### config.mk
export PLATFORM = sky130hd
export DESIGN_NAME = seq_mult_unit
export DESIGN_NICKNAME = d
export VERILOG_FILES = /design/src/rtl/seq_mult_unit_pkg.sv /design/src/rtl/seq_mult_unit_hybrid_add.sv /design/src/rtl/seq_mult_unit.sv
export SDC_FILE = /design/constraint.sdc
export NUM_CORES = 1
export LEC_CHECK = 0
export BUFFER_PORTS_ARGS = -buffer_cell sky130_fd_sc_hd__buf_2
export CAP_MARGIN = 0
export CORE_MARGIN = 2
export CORE_UTILIZATION = 50
export CTS_CLUSTER_DIAMETER = 150
export DETAILED_ROUTE_END_ITERATION = 7
export GPL_TIMING_DRIVEN = 0
export PLACE_DENSITY = 0.83
export SLEW_MARGIN = 10
export SYNTH_ARGS = -nofsm -noshare
export SYNTH_HDL_FRONTEND = slang
export SYNTH_HIERARCHICAL = 1
export SYNTH_SLANG_ARGS = --single-unit
### constraint.sdc
create_clock -name clk -period 4.33 [get_ports clk]
set_input_delay 0.2165 -clock clk [delete_from_list [all_inputs] [get_ports clk]]
set_output_delay 0.2165 -clock clk [all_outputs]
set_load 0.02 [all_outputs]
### src/rtl/seq_mult_unit_pkg.sv
// Shared definitions for the iterative multiplier: operand width, FSM
// encodings and the operand-magnitude helper.
package seq_mult_unit_pkg;

    localparam int ALU_WIDTH = 32;

    typedef enum logic [2:0] {
        S_IDLE   = 3'd0,
        S_RUN    = 3'd1,
        S_NEG_LO = 3'd2,
        S_NEG_HI = 3'd3,
        S_DONE   = 3'd4
    } state_t;

    function automatic logic [ALU_WIDTH-1:0] twos_neg(input logic [ALU_WIDTH-1:0] x);
        return ~x + {{(ALU_WIDTH-1){1'b0}}, 1'b1};
    endfunction

endpackage

### src/rtl/seq_mult_unit_hybrid_add.sv
// HybridAdd: ripple lower half, carry-select upper half, with carry-in and
// carry-out. Shared by every phase of the multiplier.
module seq_mult_unit_hybrid_add #(
    parameter int WIDTH = 32
) (
    input  logic [WIDTH-1:0] a,
    input  logic [WIDTH-1:0] b,
    input  logic             cin,
    output logic [WIDTH-1:0] sum,
    output logic             cout
);

    localparam int HALF = WIDTH / 2;
    localparam int UPPER = WIDTH - HALF;

    logic [HALF:0]  lo;
    logic [UPPER:0] hi0;
    logic [UPPER:0] hi1;

    assign lo  = {1'b0, a[HALF-1:0]} + {1'b0, b[HALF-1:0]} + {{HALF{1'b0}}, cin};
    assign hi0 = {1'b0, a[WIDTH-1:HALF]} + {1'b0, b[WIDTH-1:HALF]};
    assign hi1 = hi0 + {{UPPER{1'b0}}, 1'b1};

    // Upper half is precomputed for both carries; the lower carry picks one.
    assign {cout, sum} = lo[HALF] ? {hi1, lo[HALF-1:0]} : {hi0, lo[HALF-1:0]};

endmodule

### src/rtl/seq_mult_unit.sv
// Iterative 32x32->64 shift-add multiplier (signed/unsigned) around one
// shared HybridAdd; 34-clock fixed latency with start/busy/done handshake.
module seq_mult_unit
    import seq_mult_unit_pkg::*;
#(
    parameter int WIDTH = ALU_WIDTH
) (
    input  logic             clk,
    input  logic             rst,
    input  logic             start,
    input  logic             signed_op,
    input  logic [WIDTH-1:0] a,
    input  logic [WIDTH-1:0] b,
    output logic             busy,
    output logic             done,
    output logic [WIDTH-1:0] prod_hi,
    output logic [WIDTH-1:0] prod_lo,
    output logic [2:0]       dbg_state
);

    // Handshake: start (with signed_op/a/b) is accepted on any rising edge
    // where the FSM is in IDLE or DONE; it is ignored while busy. done pulses
    // for one cycle when prod_hi/prod_lo carry the new result, which then
    // holds until the next result or reset.

    localparam int CNT_W = $clog2(WIDTH);

    state_t           state;
    logic [WIDTH-1:0] m_reg;
    logic [WIDTH-1:0] q_reg;
    logic [WIDTH-1:0] acc;
    logic [CNT_W-1:0] cnt;
    logic             neg;
    logic             cl;

    logic [WIDTH-1:0] add_a;
    logic [WIDTH-1:0] add_b;
    logic             add_cin;
    logic [WIDTH-1:0] add_sum;
    logic             add_cout;

    logic [WIDTH-1:0] mag_a;
    logic [WIDTH-1:0] mag_b;

    assign mag_a     = (signed_op && a[WIDTH-1]) ? twos_neg(a) : a;
    assign mag_b     = (signed_op && b[WIDTH-1]) ? twos_neg(b) : b;
    assign dbg_state = state;

    // Adder input mux: accumulate in RUN, two-word negate in NEG_LO/NEG_HI.
    always_comb begin
        add_a   = '0;
        add_b   = '0;
        add_cin = 1'b0;
        case (state)
            S_RUN: begin
                add_a = acc;
                add_b = q_reg[0] ? m_reg : '0;
            end
            S_NEG_LO: begin
                add_a   = ~q_reg;
                add_cin = 1'b1;
            end
            S_NEG_HI: begin
                add_a   = ~acc;
                add_cin = cl;
            end
            default: ;
        endcase
    end

    seq_mult_unit_hybrid_add #(.WIDTH(WIDTH)) u_add (
        .a    (add_a),
        .b    (add_b),
        .cin  (add_cin),
        .sum  (add_sum),
        .cout (add_cout)
    );

    always_ff @(posedge clk) begin
        if (rst) begin
            state   <= S_IDLE;
            m_reg   <= '0;
            q_reg   <= '0;
            acc     <= '0;
            cnt     <= '0;
            neg     <= 1'b0;
            cl      <= 1'b0;
            busy    <= 1'b0;
            done    <= 1'b0;
            prod_hi <= '0;
            prod_lo <= '0;
        end else begin
            case (state)
                S_IDLE, S_DONE: begin
                    done <= 1'b0;
                    if (start) begin
                        m_reg <= mag_a;
                        q_reg <= mag_b;
                        acc   <= '0;
                        cnt   <= '0;
                        cl    <= 1'b0;
                        neg   <= signed_op & (a[WIDTH-1] ^ b[WIDTH-1]);
                        busy  <= 1'b1;
                        state <= S_RUN;
                    end else begin
                        state <= S_IDLE;
                    end
                end
                S_RUN: begin
                    // 65-bit {carry, sum, Q} shifted right by one.
                    acc   <= {add_cout, add_sum[WIDTH-1:1]};
                    q_reg <= {add_sum[0], q_reg[WIDTH-1:1]};
                    cnt   <= cnt + 1'b1;
                    if (cnt == CNT_W'(WIDTH - 1)) begin
                        state <= S_NEG_LO;
                    end
                end
                S_NEG_LO: begin
                    if (neg) begin
                        q_reg <= add_sum;
                        cl    <= add_cout;
                    end
                    state <= S_NEG_HI;
                end
                S_NEG_HI: begin
                    if (neg) begin
                        acc <= add_sum;
                    end
                    prod_hi <= neg ? add_sum : acc;
                    prod_lo <= q_reg;
                    busy    <= 1'b0;
                    done    <= 1'b1;
                    state   <= S_DONE;
                end
                default: begin
                    state <= S_IDLE;
                    busy  <= 1'b0;
                    done  <= 1'b0;
                end
            endcase
        end
    end

endmodule
**Word-level counts from Yosys, hierarchy flattened**

Index checks and enable logic that the tools add are counted.

- Add/subtract/negate cells: 7
- $mul: 0
- Div/mod/pow operators: 0
- Magnitude comparators: 0
- Eq/ne operators: 8
- Shift operators: 0
- Mux-type cells: 24
- Bitwise gates (word level): 7
- Reduce and logical (&&, ||, !) cells: 15

Operator list:

| cell | number |
|---|---|
| $pmux 32 s3 | 3 |
| $mux 32 | 8 |
| $not 32->32 | 4 |
| $add 32x1->32 const B | 2 |
| $add 16x16->17 | 2 |
| $mux 33 | 1 |
| $add 17x1->17 | 1 |
| $add 17x1->17 const B | 1 |
| $pmux 3 s4 | 1 |
| $pmux 5 s2 | 1 |
| $pmux 1 s2 | 4 |
| $reduce_and 2->1 | 4 |
| $eq 3x2->1 const B | 2 |
| $ne 2x2->1 const B | 3 |
| $reduce_and 3->1 | 2 |
| $reduce_bool 3->1 | 2 |
| $add 5x1->5 const B | 1 |
| $eq 5x5->1 const B | 1 |
| $mux 5 | 1 |
| $mux 1 | 4 |
| $reduce_bool 2->1 | 2 |
| $reduce_or 2->1 | 2 |
| $eq 3x1->1 const B | 1 |
| $eq 3x3->1 const B | 1 |
| 6 further kinds | 7 |

- Bits in registers: 172
- Bits in latches: 0
- Bits in writable memories: 0
- ROM bits: 0
- Input bits: 68
- Output and inout port bits: 69
- Word-level logic and storage cells: 72
- Memories kept: 0

**Longest topological paths before layout**

- Depth after elaboration: 7
- Mapped depth: 23
- Gate-level depth less buffers: 20

**Cells and area by module**

Netlist, hierarchy kept.

By module, submodules not included:

| module | times used | cells each | area each (µm²) | seq. area each (µm²) |
|---|---|---|---|---|
| seq_mult_unit | 1 | 1275 | 9604.2 | 3443.3 |
| seq_mult_unit_hybrid_add | 1 | 275 | 2008.2 | 0.0 |

**Worst setup path before layout**

Ideal clock, no wire load.

- Kind: register to register
- From: reg state[0], in the netlist dbg_state[0]
- To: reg q_reg[27]
- Setup time: 119 ps
- Arrival: 4535 ps
- Data required time: 4211 ps
- Slack: -324 ps
- Cell stages (with the launch flop): 23
- Path buffers: 4
- Clock period less this slack: 4654 ps
- Path through: dfxtp_1 -> buf_2 -> and2_1 -> clkbuf_1 -> clkbuf_1 -> clkbuf_1 -> and3_1 -> inv_1 -> fa_1 -> inv_1 -> fa_1 -> a211oi_1 -> o21ai_0 -> a21oi_1 -> nor3_2 -> o211ai_1 -> or3_1 -> xnor2_1 -> nor2b_1 -> a32oi_1 -> nand4_1 -> mux2i_1 -> nor3_1

- Longest elaborated chain between the ends: 7
- Elaborated cells on any way between the ends: 20
- Those cells by class: 4 x add/sub; 6 x eq/ne; 6 x mux; 4 x reduce/logical

Ends and longest elaborated chain:

| item | line | source |
|---|---|---|
| from (decl) | seq_mult_unit.sv:28 | `state_t state;` |
| from (signal assigned) | seq_mult_unit.sv:81 | `state <= S_IDLE;` |
| from (signal assigned) | seq_mult_unit.sv:104 | `state <= S_RUN;` |
| from (signal assigned) | seq_mult_unit.sv:106 | `state <= S_IDLE;` |
| $eq 3x1->1 | seq_mult_unit.sv:54 | `case (state)` |
| $mux 32 | seq_mult_unit.sv:54 |  |
| net add_b[0] | seq_mult_unit.sv:37 | `logic [WIDTH-1:0] add_b;` |
| $add 16x16->17 | seq_mult_unit_hybrid_add.sv:20 | `assign lo = {1'b0, a[HALF-1:0]} + {1'b0, b[HALF-1:0]} + {{HALF{1'b0}}, cin};` |
| $add 17x1->17 | seq_mult_unit_hybrid_add.sv:20 |  |
| $mux 33 | seq_mult_unit_hybrid_add.sv:25 | `assign {cout, sum} = lo[HALF] ? {hi1, lo[HALF-1:0]} : {hi0, lo[HALF-1:0]};` |
| net add_sum[27] | seq_mult_unit.sv:39 | `logic [WIDTH-1:0] add_sum;` |
| $mux 32 | seq_mult_unit.sv:119 | `if (neg) begin` |
| $pmux 32 s3 | seq_mult_unit.sv:93 | `case (state)` |
| to (signal assigned) | seq_mult_unit.sv:98 | `q_reg <= mag_b;` |
| to (signal assigned) | seq_mult_unit.sv:112 | `q_reg <= {add_sum[0], q_reg[WIDTH-1:1]};` |
| to (signal assigned) | seq_mult_unit.sv:120 | `q_reg <= add_sum;` |
| to (decl) | seq_mult_unit.sv:30 | `logic [WIDTH-1:0] q_reg;` |

The timed path passes the listed nets, and every way through them passes these cells. The select of a mux whose other input is x is not followed.
A chain may end at the register's enable or synchronous reset.

**Worst setup path after layout**

- From: reg state[0], in the netlist dbg_state[0]
- To: reg acc[30]

- Longest elaborated chain between the ends: 7
- Elaborated cells on any way between the ends: 19
- Those cells by class: 4 x add/sub; 5 x eq/ne; 6 x mux; 4 x reduce/logical

Ends and longest elaborated chain:

| item | line | source |
|---|---|---|
| $eq 3x2->1 / $eq 3x1->1 (equally long branches) | seq_mult_unit.sv:54 |  |
| $pmux 32 s3 (*) | seq_mult_unit.sv:54 |  |
| net add_a[18] | seq_mult_unit.sv:36 | `logic [WIDTH-1:0] add_a;` |
| $add 16x16->17 (*) | seq_mult_unit_hybrid_add.sv:21 | `assign hi0 = {1'b0, a[WIDTH-1:HALF]} + {1'b0, b[WIDTH-1:HALF]};` |
| $add 17x1->17 | seq_mult_unit_hybrid_add.sv:22 | `assign hi1 = hi0 + {{UPPER{1'b0}}, 1'b1};` |
| $mux 33 (*) | seq_mult_unit_hybrid_add.sv:25 |  |
| net add_sum[30] | seq_mult_unit.sv:39 |  |
| $mux 32 (*) | seq_mult_unit.sv:126 | `if (neg) begin` |
| $pmux 32 s3 (*) | seq_mult_unit.sv:93 |  |
| to (signal assigned) | seq_mult_unit.sv:111 | `acc <= {add_cout, add_sum[WIDTH-1:1]};` |
| to (signal assigned) | seq_mult_unit.sv:127 | `acc <= add_sum;` |
| to (decl) | seq_mult_unit.sv:31 | `logic [WIDTH-1:0] acc;` |

Mark *: on every way through the listed nets, which the timed path passes. The rest lies on a longest branch.

==> impl_results.md <==
* Status: complete, no violations
* Seq/Total Area, Yosys at 0.297
* Crit start category: flip-flop
* Cells after DPL at roughly 2,000
* DR vias/cell at 6.24
* Min-delay src: a[1]
* Final antenna diode count at 0
* Die Area at between 20,000 and 25,000 µm²
* Area contributors post-synth: dfxtp_1 (30%), nand2_1 (7.9%), a21oi_1 (7.1%), nor2_1 (5.2%), xor2_1 (5.0%)
* Max VDD drop at about 0.21 mV
* Num CTS Buffers at 17
* DP HPWL at just over 30,000 µm
* Tot Pwr at approximately 3.8 mW
* FP Rows at 55
* Die W at 156 µm
* RR Startpoint: dbg_state[0]
* Fmax at roughly 230 MHz
* Slew HR at 0.364
* Clock root cell: clkbuf_16
* Syn nets at approximately 1,700
* Htree depth at 4
* Leading area contributor after synthesis: dfxtp_1
* Hold Path Depth at 3
* Post-route cell area at 14,100 µm²
* Routed met2 length at between 15,000 and 20,000 µm
* Worst setup EP type: flip-flop
* Slew Limit Fails at 0
* Final Cycle Share at 0.991
* Layout cells sized above 1 at 0.210
* First-pass GRT wire length at ~63,000 µm
* Worst-path cell chain: buf_6, nand2b_4, buf_4, nor2_1, a21oi_1, nor2_1, ha_2, nand3_1, o2111ai_4, buf_4, a21oi_1, xor2_1, nand3b_4, nor4_4, nand4_1, xnor2_2, mux2_2, nand2_1, a31oi_1
* Syn Inst Count at 1,550
* DR iter-0 viols at between 1,000 and 1,500
* Filler cell count at ~2,000
* Metal-1 WL at approximately 17,000 µm
* Non-Filler Instances at 2,036
* Async set-or-reset flop fraction in the synthesized netlist at 0
* Top sig layer: met4
* Core Box Area at approximately 23,000 µm²
* Synth cell count leaders: nand2_1 (245), dfxtp_1 (172), a21oi_1 (165)
* CTS Buffer Depth at 2
* Yosys cell types at between 80 and 90
* Critical Path RT at around 4.7 ns
* PortBufs at around 130
* Post-Syn Area at approximately 12,000 µm²
* Slowest CP cell: ha_2
* Max Cap Viol at 0
* CP max FO at 10
* Pleak at 5.98 nW
* GRT overflow at 0
* Final Skew at between 0.01 and 0.015 ns
* Final WL at 41,200 µm
* Least-Margin Pin Slew at 0.953 ns
* Hold-fix buffers, CTS at 0
* Final Setup Violations at 0
* Initial core utilization at 0.511
* Drc violations at 0
* Final hold violations at 0
* Crit-path max cell delay at between 0.4 and 0.5 ns
* WL met3 at ~4100 µm
* Post-synth top area share at 0.297
* Via count at 12,700
* Wire length per cell at 20.2 µm
* Clk slew on worst S/H paths at about 0.08 ns
* Minimum clock period at ~4.3 ns
* Fin Setup TNS at 0 ns
* Area after DPL at between 10,000 and 15,000 µm²
* Largest net degree at the start of global routing at 20
* Yosys reg bits at 172
* EDFF count, synth at 0
* I/O pin cnt at approximately 140
* Vias in the first global route at roughly 12,000
* Initial antenna violation count at 0
* Critical path class: reg -> reg
* TritonCTS clock tree: done
* DIE HEIGHT at about 160 µm
* Number of nets in the layout at between 1,500 and 2,000
* Worst Hold Class: in -> reg
* Synth-to-Final Area Change at 21.4%
* CP startpoint: dbg_state[0]
* Yosys Warn Count at 6
* Final Wtd Congestion at 0.959
* Arrival time at the worst endpoint at ~4.7 ns
* # clock sinks at roughly 170
* R2r worst-path depth at 19
* Syn_area_per_cell at 7.49 µm²
* PwrDens at 272 nW/µm²
* Dominant synthesized flop cell: dfxtp_1
* Clk_lat worst skew at ~0.46 ns
* Routed Antenna Nets at 0
* Hold Worst Slack at approximately 0.069 ns
* Overall Global Routing Usage at 0.328
* Most instantiated library cell after synthesis: nand2_1
* Drt first pass iters at 5
-- cell families after synthesis --
family | Yosys count | synth area share
and+or+nand+nor | 618 | 0.250
AOI/OAI and AO/OA | 423 | 0.233
DFF | 172 | 0.297
buffers and inverters | 140 | 0.0474
xor gates and xnor gates | 107 | 0.0807
muxes | 51 | 0.0478
adders and majority gates | 39 | 0.0440
-- layout by cell type, fill, tap and decap left out, types with 12 or more instances in the layout --
master	Yosys	final
a211oi_1	25	21
xnor2_2	0	12
nor3_1	33	32
mux2_2	36	36
nand2_1	245	244
xnor2_1	41	27
dfxtp_1	172	169
and3_1	52	49
inv_1	28	26
xor2_1	66	64
clkbuf_16	0	18
buf_4	1	41
clkbuf_1	85	70
mux2i_1	15	15
o21ai_0	65	62
nor2_1	160	153
buf_2	10	142
a21oi_1	165	160
nor4_1	17	17
ha_1	36	34
a31oi_1	42	42
nand3_1	26	24
or3_1	14	12
-- power breakdown --
group          switching, mW  leakage (nW)  internal (mW)
sequential            0.0705          1.40           1.64
clock                  0.797         0.288          0.777
combinational          0.354          4.29          0.194
total                   1.22          5.98           2.61
-- layout make-up --
| type | instances | area [µm²] | share of cell area |
|---|---|---|---|
| Multi-Input combinational cell | 1238 | 8050 | 0.571 |
| Sequential cell | 172 | 3450 | 0.245 |
| Timing Repair Buffer | 174 | 991 | 0.0703 |
| Buffer | 107 | 551 | 0.0390 |
| Clock buffer | 17 | 425 | 0.0302 |
| Tap cell | 285 | 357 | 0.0253 |
| Clock inverter | 15 | 168 | 0.0119 |
| Inverter | 28 | 105 | 0.00745 |
-- timing repair --
item | CTS | global route
cloned | 0 | 0
endpoints found under the setup margin | 65 | 40
setup buffers | 18 | 23
gates resized for setup | 73 | 71
pin swaps | 33 | 38
-- critical path: cells and delay by family, from the launching register on --
kind                       cells  cell delay, ns
and+or+nand+nor                8            1.28
AOI/OAI and AO/OA              4            0.81
buffers and inverters          3            0.55
xor gates and xnor gates       2            0.52
adders and majority gates      1            0.41
DFF                            1            0.39
muxes                          1            0.22
-- per-layer routing --
layer	GRT usage	vias to the layer above
met1	0.436	5875
li1	-	5940
met4	0.153	0
met2	0.519	744
met3	0.0559	150
met5	0	-
-- path summary, 6_finish.rpt --
path	endpoint	slack, ns
worst max-delay path	acc[30]	0.04
worst min-delay path	m_reg[1]	0.07
worst max register to register	acc[30]	0.04
worst min register to register	prod_hi[8]	0.45
-- per-stage QoR --
| stage | util | setup WS, ns |
|---|---|---|
| 2_1_floorplan | - | 0.00230 |
| 3_3_place_gp | 0.558 | -0.951 |
| 3_5_place_dp | 0.558 | -0.999 |
| 4_1_cts | 0.604 | 0.0123 |
| 5_1_grt | 0.621 | -0.0736 |
| 6_report | 0.621 | 0.0380 |
Power figures use the tool's default switching activity.
